`src/rtl/morse_game_sequencer.sv`:
```
// morse_game_sequencer
// Game-mode sequencer for the Morse escape room. Arbitrates the practice and
// level switches, tracks which levels are unlocked, counts decoded letters in
// the playable modes and enforces an optional per-level time limit. The page
// index for the VGA page mux is re-sampled only on pixel-tick edges, so
// display changes always land on a pixel boundary.
//
// Ports:
//   clk          system clock
//   reset        asynchronous, active-low reset
//   pix_tick     VGA pixel-clock enable; gates page_sel updates
//   practice     practice-mode switch (highest priority request)
//   lvl_sw       level select switches (lowest set bit wins)
//   letter_valid one-cycle pulse per decoded letter
//   lvl_won      per-level win flags from the level displays
//   mode         0 START, 1 PRACTICE, 2 LEVEL, 3 DONE, 4 LOCKED, 5 TIMEOUT
//   cur_level    level bound to LEVEL/DONE/LOCKED/TIMEOUT
//   page_sel     display page: 0 start, 1 practice, 2+k level k,
//                NUM_LEVELS+2 done, +3 locked, +4 timeout
//   letter_count letters entered since the last PRACTICE/LEVEL entry
//   level_clear  one-cycle pulse during the first LEVEL cycle after entry
//   unlocked     unlock mask; bits are only ever set
module morse_game_sequencer #(
  parameter int NUM_LEVELS  = 3,
  parameter int CNT_W       = 8,
  parameter int TIMEOUT_CYC = 0,
  parameter int UNLOCK_ALL  = 0,
  parameter int PAGE_W      = 4
) (
  input  logic                  clk,
  input  logic                  reset,
  input  logic                  pix_tick,
  input  logic                  practice,
  input  logic [NUM_LEVELS-1:0] lvl_sw,
  input  logic                  letter_valid,
  input  logic [NUM_LEVELS-1:0] lvl_won,
  output logic [2:0]            mode,
  output logic [2:0]            cur_level,
  output logic [PAGE_W-1:0]     page_sel,
  output logic [CNT_W-1:0]      letter_count,
  output logic                  level_clear,
  output logic [NUM_LEVELS-1:0] unlocked
);

  typedef enum logic [2:0] {
    M_START    = 3'd0,
    M_PRACTICE = 3'd1,
    M_LEVEL    = 3'd2,
    M_DONE     = 3'd3,
    M_LOCKED   = 3'd4,
    M_TIMEOUT  = 3'd5
  } mode_e;

  // A zero-width timer is not legal, so keep at least one bit even when the
  // timeout is disabled or a single cycle long.
  localparam int TW = (TIMEOUT_CYC > 1) ? $clog2(TIMEOUT_CYC) : 1;
  localparam logic [TW-1:0] T_LOAD = (TIMEOUT_CYC > 0) ? TW'(TIMEOUT_CYC - 1) : '0;
  localparam logic [CNT_W-1:0] CNT_MAX = '1;

  mode_e           state;
  logic [TW-1:0]   timer;

  // The FSM state is the mode output itself, so checkers can bind to it.
  assign mode = state;

  // Request decode: practice first, else lowest set level switch, else none.
  logic                  req_lvl;
  logic [2:0]            req_idx;
  logic                  req_unlocked;
  logic                  bound;
  logic                  win;
  logic                  expire;
  logic [NUM_LEVELS-1:0] unlock_set;
  logic [PAGE_W-1:0]     page_nxt;

  always_comb begin
    req_lvl = 1'b0;
    req_idx = '0;
    // Descending scan so the lowest set bit is the last assignment.
    for (int i = NUM_LEVELS - 1; i >= 0; i--) begin
      if (lvl_sw[i]) begin
        req_lvl = 1'b1;
        req_idx = 3'(i);
      end
    end
  end

  // Per-level lookups written as loops to avoid narrow variable indexing.
  always_comb begin
    req_unlocked = 1'b0;
    win          = 1'b0;
    unlock_set   = '0;
    for (int i = 0; i < NUM_LEVELS; i++) begin
      if (req_idx == 3'(i) && unlocked[i]) req_unlocked = 1'b1;
      if (state == M_LEVEL && cur_level == 3'(i) && lvl_won[i]) win = 1'b1;
      // A win on level i-1 unlocks level i, even if the request is changing.
      if (i > 0 && state == M_LEVEL && cur_level == 3'(i - 1) && lvl_won[i - 1])
        unlock_set[i] = 1'b1;
    end
  end

  assign bound  = (state == M_LEVEL || state == M_DONE ||
                   state == M_LOCKED || state == M_TIMEOUT) && (cur_level == req_idx);
  assign expire = (TIMEOUT_CYC > 0) && (state == M_LEVEL) && (timer == '0);

  always_comb begin
    page_nxt = '0;
    case (state)
      M_START:    page_nxt = '0;
      M_PRACTICE: page_nxt = PAGE_W'(1);
      M_LEVEL:    page_nxt = PAGE_W'(cur_level) + PAGE_W'(2);
      M_DONE:     page_nxt = PAGE_W'(NUM_LEVELS + 2);
      M_LOCKED:   page_nxt = PAGE_W'(NUM_LEVELS + 3);
      M_TIMEOUT:  page_nxt = PAGE_W'(NUM_LEVELS + 4);
      default:    page_nxt = '0;
    endcase
  end

  always_ff @(posedge clk or negedge reset) begin
    if (!reset) begin
      state        <= M_START;
      cur_level    <= '0;
      page_sel     <= '0;
      letter_count <= '0;
      level_clear  <= 1'b0;
      timer        <= '0;
      unlocked     <= {NUM_LEVELS{UNLOCK_ALL != 0}} | NUM_LEVELS'(1);
    end else begin
      level_clear <= 1'b0;
      unlocked    <= unlocked | unlock_set;
      if (pix_tick) page_sel <= page_nxt;

      // Defaults: count letters and run the timer in the current mode;
      // entries below override these with their clear/load values.
      if ((state == M_PRACTICE || state == M_LEVEL) && letter_valid &&
          letter_count != CNT_MAX)
        letter_count <= letter_count + 1'b1;
      if (state == M_LEVEL && timer != '0)
        timer <= timer - 1'b1;

      if (practice) begin
        if (state != M_PRACTICE) begin
          state        <= M_PRACTICE;
          letter_count <= '0;
        end
      end else if (!req_lvl) begin
        state <= M_START;
      end else if (!bound) begin
        cur_level <= req_idx;
        if (req_unlocked) begin
          state        <= M_LEVEL;
          letter_count <= '0;
          timer        <= T_LOAD;
          level_clear  <= 1'b1;
        end else begin
          state <= M_LOCKED;
        end
      end else if (state == M_LEVEL) begin
        // Win beats timeout when both happen in the same cycle.
        if (win)         state <= M_DONE;
        else if (expire) state <= M_TIMEOUT;
      end
    end
  end

endmodule

```
`config.mk`:
```
export PLATFORM = sky130hd
export DESIGN_NAME = morse_game_sequencer
export DESIGN_NICKNAME = d
export VERILOG_FILES = /design/src/rtl/morse_game_sequencer.sv
export SDC_FILE = /design/constraint.sdc
export NUM_CORES = 1
export LEC_CHECK = 0
export BUFFER_PORTS_ARGS = -buffer_cell sky130_fd_sc_hd__buf_2
export CORE_MARGIN = 2
export CORE_UTILIZATION = 53
export DETAILED_ROUTE_END_ITERATION = 6
export PLACE_DENSITY = 0.83
export SKIP_LAST_GASP = 1
export SYNTH_ARGS = -nofsm -noshare
export SYNTH_HDL_FRONTEND = slang
export SYNTH_SLANG_ARGS = --single-unit
```
`constraint.sdc`:
```
create_clock -name clk -period 3.1 [get_ports clk]
set_input_delay 0.465 -clock clk [delete_from_list [all_inputs] [get_ports clk]]
set_output_delay 0.465 -clock clk [all_outputs]
set_load 0.02 [all_outputs]
```
### Word-level counts from Yosys, hierarchy flattened

Cells that the tools add are included.

* word-level logic and storage cells: 77
* register bits after elaboration: 22
* output and inout port bits: 22

* equality and inequality tests: 15
* add/subtract/negate cells: 2
* mux-type cells: 31
* reduce and logical (&&, ||, !) cells: 20
* bitwise gates (word level): 3

Operators with widths (count)
* two-way mux 8 bit: 6
* two-way mux 3 bit: 7
* case mux 4 bit (5 select lines): 1
* two-way mux 1 bit: 14
* equality test 3 x 2 -> 1 bit, second input constant: 4
* logical AND 1 bit: 12
* equality test 3 x 1 -> 1 bit, second input constant: 3
* adder 8 x 1 -> 8 bit, second input constant: 1
* != test 4 x 3 -> 1 bit, second input constant: 2
* != test 8 bit, second input constant: 1
* equality test 3 bit, second input constant: 2
* zero test 3 bit: 2
* two-way mux 2 bit: 3
* AND reduction 3 bit: 2
* adder 3 x 2 -> 4 bit, second input constant: 1
* logical OR 1 bit: 4
* equality test 3 bit: 1
* != test 3 x 1 -> 1 bit, second input constant: 1
* OR 3 bit: 1
* != test 2 x 1 -> 1 bit, second input constant: 1
* NOT 1 bit: 2

### Longest topological paths before layout

* word-level depth: 12
* mapped depth: 6
* gate-level depth less buffers: 5

### Least setup slack after synthesis

No wires, ideal clock.

* path type: input-to-reg
* from: input port lvl_sw[1]
* to: register letter_count[2]
* library setup time: 0.095 ns
* arrival: 1.787 ns
* data required time: 3.005 ns
* slack: 1.219 ns
* cell stages on the path: 4
* cell sequence: or3b_1 -> a222oi_1 -> a211oi_2 -> a211oi_1

* word-level cells in the longest chain between the ends: 11
* elaborated cells on any way between the ends: 19
* classes of those cells: eq/ne: 3; mux: 11; reduce/logical: 5

Ends and longest elaborated chain
* start, declared: RTL line 34 `input logic [NUM_LEVELS-1:0] lvl_sw,`
* two-way mux 2 bit (2 in series): RTL line 81 `if (lvl_sw[i]) begin`
* zero test 3 bit: RTL line 94 `if (req_idx == 3'(i) && unlocked[i]) req_unlocked = 1'b1;`
* logical AND 1 bit: RTL line 94
* two-way mux 1 bit (3 in series): RTL line 94
* two-way mux 8 bit: RTL line 150 `if (req_unlocked) begin`
* two-way mux 8 bit: RTL line 148 `end else if (!bound) begin`
* two-way mux 8 bit *: RTL line 146 `end else if (!req_lvl) begin`
* two-way mux 8 bit *: RTL line 141 `if (practice) begin`
* end signal, assigned: RTL line 137 `letter_count <= letter_count + 1'b1;`
* end, declared: RTL line 40 `output logic [CNT_W-1:0] letter_count,`

Every way passes the cells marked *; elsewhere a longest branch is shown, timed or not.
A chain may end at the register's enable or synchronous reset.

### Final worst setup path

* from: register letter_count[0]
* to: register letter_count[7]

* word-level cells in the longest chain between the ends: 7
* elaborated cells on any way between the ends: 9
* classes of those cells: add/sub: 1; eq/ne: 1; mux: 6; reduce/logical: 1

Ends and longest elaborated chain
* parallel branches: the longest is 2 deep, another holds adder 8 x 1 -> 8 bit
* two-way mux 8 bit *: RTL line 135 `if ((state == M_PRACTICE || state == M_LEVEL) && letter_valid &&`
* two-way mux 8 bit: RTL line 150
* two-way mux 8 bit: RTL line 148
* two-way mux 8 bit: RTL line 146
* two-way mux 8 bit *: RTL line 141

Mark *: on every way between the ends.

==> results_dict.tcl <==
set metrics [dict create \
    fp.dieW_um 48.00 \
    hp-class "in2async" \
    worst_pin_slew_ns 0.9290 \
    grt_pass1_wl_um 3360 \
    clock-sinks 19 \
    n_antenna_cell 0 \
    synth_enable_flop_cells 0 \
    cts_resized 0 \
    ant_nets 0 \
    post-cts-setup-buffers 0 \
    max_stage_delay_ns 0.66 \
    final_max_slew_viol_count 0 \
    antenna_found_initial 0 \
    via_per_inst 5.873 \
    rows 15 \
    crit_chain "ha_1, nand3_1, o2111ai_1, or4_1, a211oi_1" \
    cts_tree "yes" \
    clk_latency_ns 0.30 \
    ff2ff_path_depth 5 \
    htreeDepth 1 \
    finClkSkew_ns 0.002916 \
    core-area_um2 1764 \
    num-fill-cells 146 \
    synth_top_flop_cell "dfrtp_1" \
    worstPathRequired_ns 3.30 \
    initial_core_util_pct 58.16 \
    synth_async_sr_flop_share_pct 100.0 \
    finalHoldViolations 0 \
    relSlewSlack_pct 38.01 \
    detail_route.wl_per_cell_um 13.97 \
    holdWs_ns 0.08189 \
    place_congestion 0.8678 \
    worst_setup_path_end_kind "flip-flop" \
    reg2reg_slack_ns 0.82 \
    grt_usage_pct 21.49 \
    outcome "finished clean" \
    ff_latch_area_um2 475.5 \
    layout.nets 146 \
    crit_arrival_ns 2.48 \
    cts_hold_buf 0 \
    syn_to_final_growth_pct 17.56 \
    finalCritPeriodShare_pct 73.65 \
    yosysWarnings 0 \
    crit_path_top_delay_cell "or4_1" \
    syn_area_per_cell_um2 9.961 \
    r2r_start "letter_count[0]" \
    clkTransAtPathRegs_ns 0.11 \
    dr.first_iter.drc_count 24 \
    die_y_um 48.00 \
    leakagePower_nw 0.5475 \
    worstSetupPathType "reg2reg" \
    min_period_ns 2.283 \
    dr_total_vias 928 \
    dieArea_um2 2304 \
    dpl.hpwl_um 1646 \
    cp-start-kind "flip-flop" \
    grt_start_max_net_pins 20 \
    fin_tns_setup_ns 0 \
    drive_above_1_share_pct 27.07 \
    ys_ff_latch 19 \
    cap_violations 0 \
    fmax_mhz 438.0 \
    rsz0062_at_grt "no" \
    post-place-ws_ns 0.8325 \
    r2r_end "letter_count[7]" \
    cp_max_fo 14 \
    grt_overflow 0 \
    cts-buffers-inserted 3 \
    pin_count 33 \
    cellPowerDensity_nw_per_um2 514.4 \
    setup_viol 0 \
    ir_drop_mv 0.3197 \
    drc_errors 0 \
    yosysUniqueCellTypes 40 \
    syn_inst 103 \
    cts_root_buf "clkbuf_4" \
    grt_pass1_vias 757 \
    clk_path_buf_depth 2 \
    fin_ws_ns 0.8168 \
    multi_input_area_um2 509.2 \
    synth-seq-area-share_pct 46.34 \
    portBuffers 29 \
    syn_area_um2 1026 \
    routed_wl_um 2207 \
    dr.pass1.iters 4 \
]
[layer usage]
layer	part of all wire, %	global-route usage [%]	vias to the layer above
met5	0	0	-
met4	1.9	11.35	0
met3	4.6	3.396	5
met2	48	33.33	29
met1	45	28.64	443
li1	-	-	451
[placed cells by master, fill, tap and decap left out, drive strengths merged, types with 2 or more instances in the layout]
cell,count
o22a,2
clkbuf,4
o31ai,3
o21ai,3
xor2,2
or3b,2
conb,3
nor3,3
buf,29
dfrtp,19
a31oi,3
nand2b,4
a21oi,5
nand2,4
a211oi,7
mux2i,2
inv,5
or4,3
nand3,4
nor2,4
or3,4
[worst max-delay path by stage]
stage	from	slack, ns	endpoint	depth (start not counted)
finish	letter_count[0]	0.82	letter_count[7]	5
global route	letter_count[0]	0.73	letter_count[5]	5
CTS	letter_count[0]	0.87	letter_count[7]	5
detailed placement	lvl_sw[1]	0.83	letter_count[7]	5
global placement	lvl_sw[1]	0.96	letter_count[6]	5
floorplan	lvl_sw[1]	1.22	letter_count[2]	4
[critical path: cells and delay by family (launching register included)]
family	cells	cell delay [ns]
fa+ha+maj	1	0.26
simple gates	2	0.76
compound gates	2	0.72
flops	1	0.44
[Yosys cell counts, drive strengths merged, types with 3 or more instances]
master	n	area share, %
o21ai	3	1.5
a31oi	3	1.8
or3	4	2.4
nand3	4	2.0
nor2	4	1.5
nor3	3	1.5
buf	3	2.2
dfrtp	19	46
a211oi	7	5.6
or4	3	2.2
nand2b	4	2.4
nand2	4	1.5
o31ai	3	2.2
a21oi	5	2.4
inv	5	1.8
[cell families after synthesis]
logic type | count (synthesis) | synth area share, %
AO/OA/AOI/OAI | 33 | 23.54
XOR/XNOR | 2 | 1.708
adder cells (fa/ha/maj) | 1 | 1.219
buffers and inverters | 9 | 4.390
flip-flops | 19 | 46.34
multiplexers | 3 | 3.049
other | 2 | 0.7320
AND/OR/NAND/NOR | 34 | 19.02
[flip-flops by register name (all words and copies together), names as in the netlist]
| name | cells |
|---|---|
| unlocked | 2 |
| level_clear | 1 |
| mode | 3 |
| letter_count | 8 |
| page_sel | 3 |
| cur_level | 2 |
[power breakdown]
group          leakage (nW)  total, mW  switching (mW)  internal (mW)
clock                0.0150      0.126          0.0758         0.0501
combinational         0.290      0.186           0.116         0.0702
sequential            0.243      0.308          0.0301          0.278
[through the flow]
step	std cells	total power, mW	util (%)	cell area [um^2]
floorplan	104	0.4361	-	1030
global placement	154	0.4929	66.88	1180
detailed placement	154	0.4993	66.88	1180
CTS	158	0.6236	68.37	1206
global route	158	0.6552	68.37	1206
finish	158	0.6204	68.37	1206
[layout make-up]
class / instances / area share, %
tap: 25 / 2.593
multi-input combinational: 76 / 42.22
clock buffer: 4 / 2.178
inverter: 5 / 1.556
timing repair buffer: 29 / 12.03
sequential: 19 / 39.42
Power figures use the tool's default switching activity.
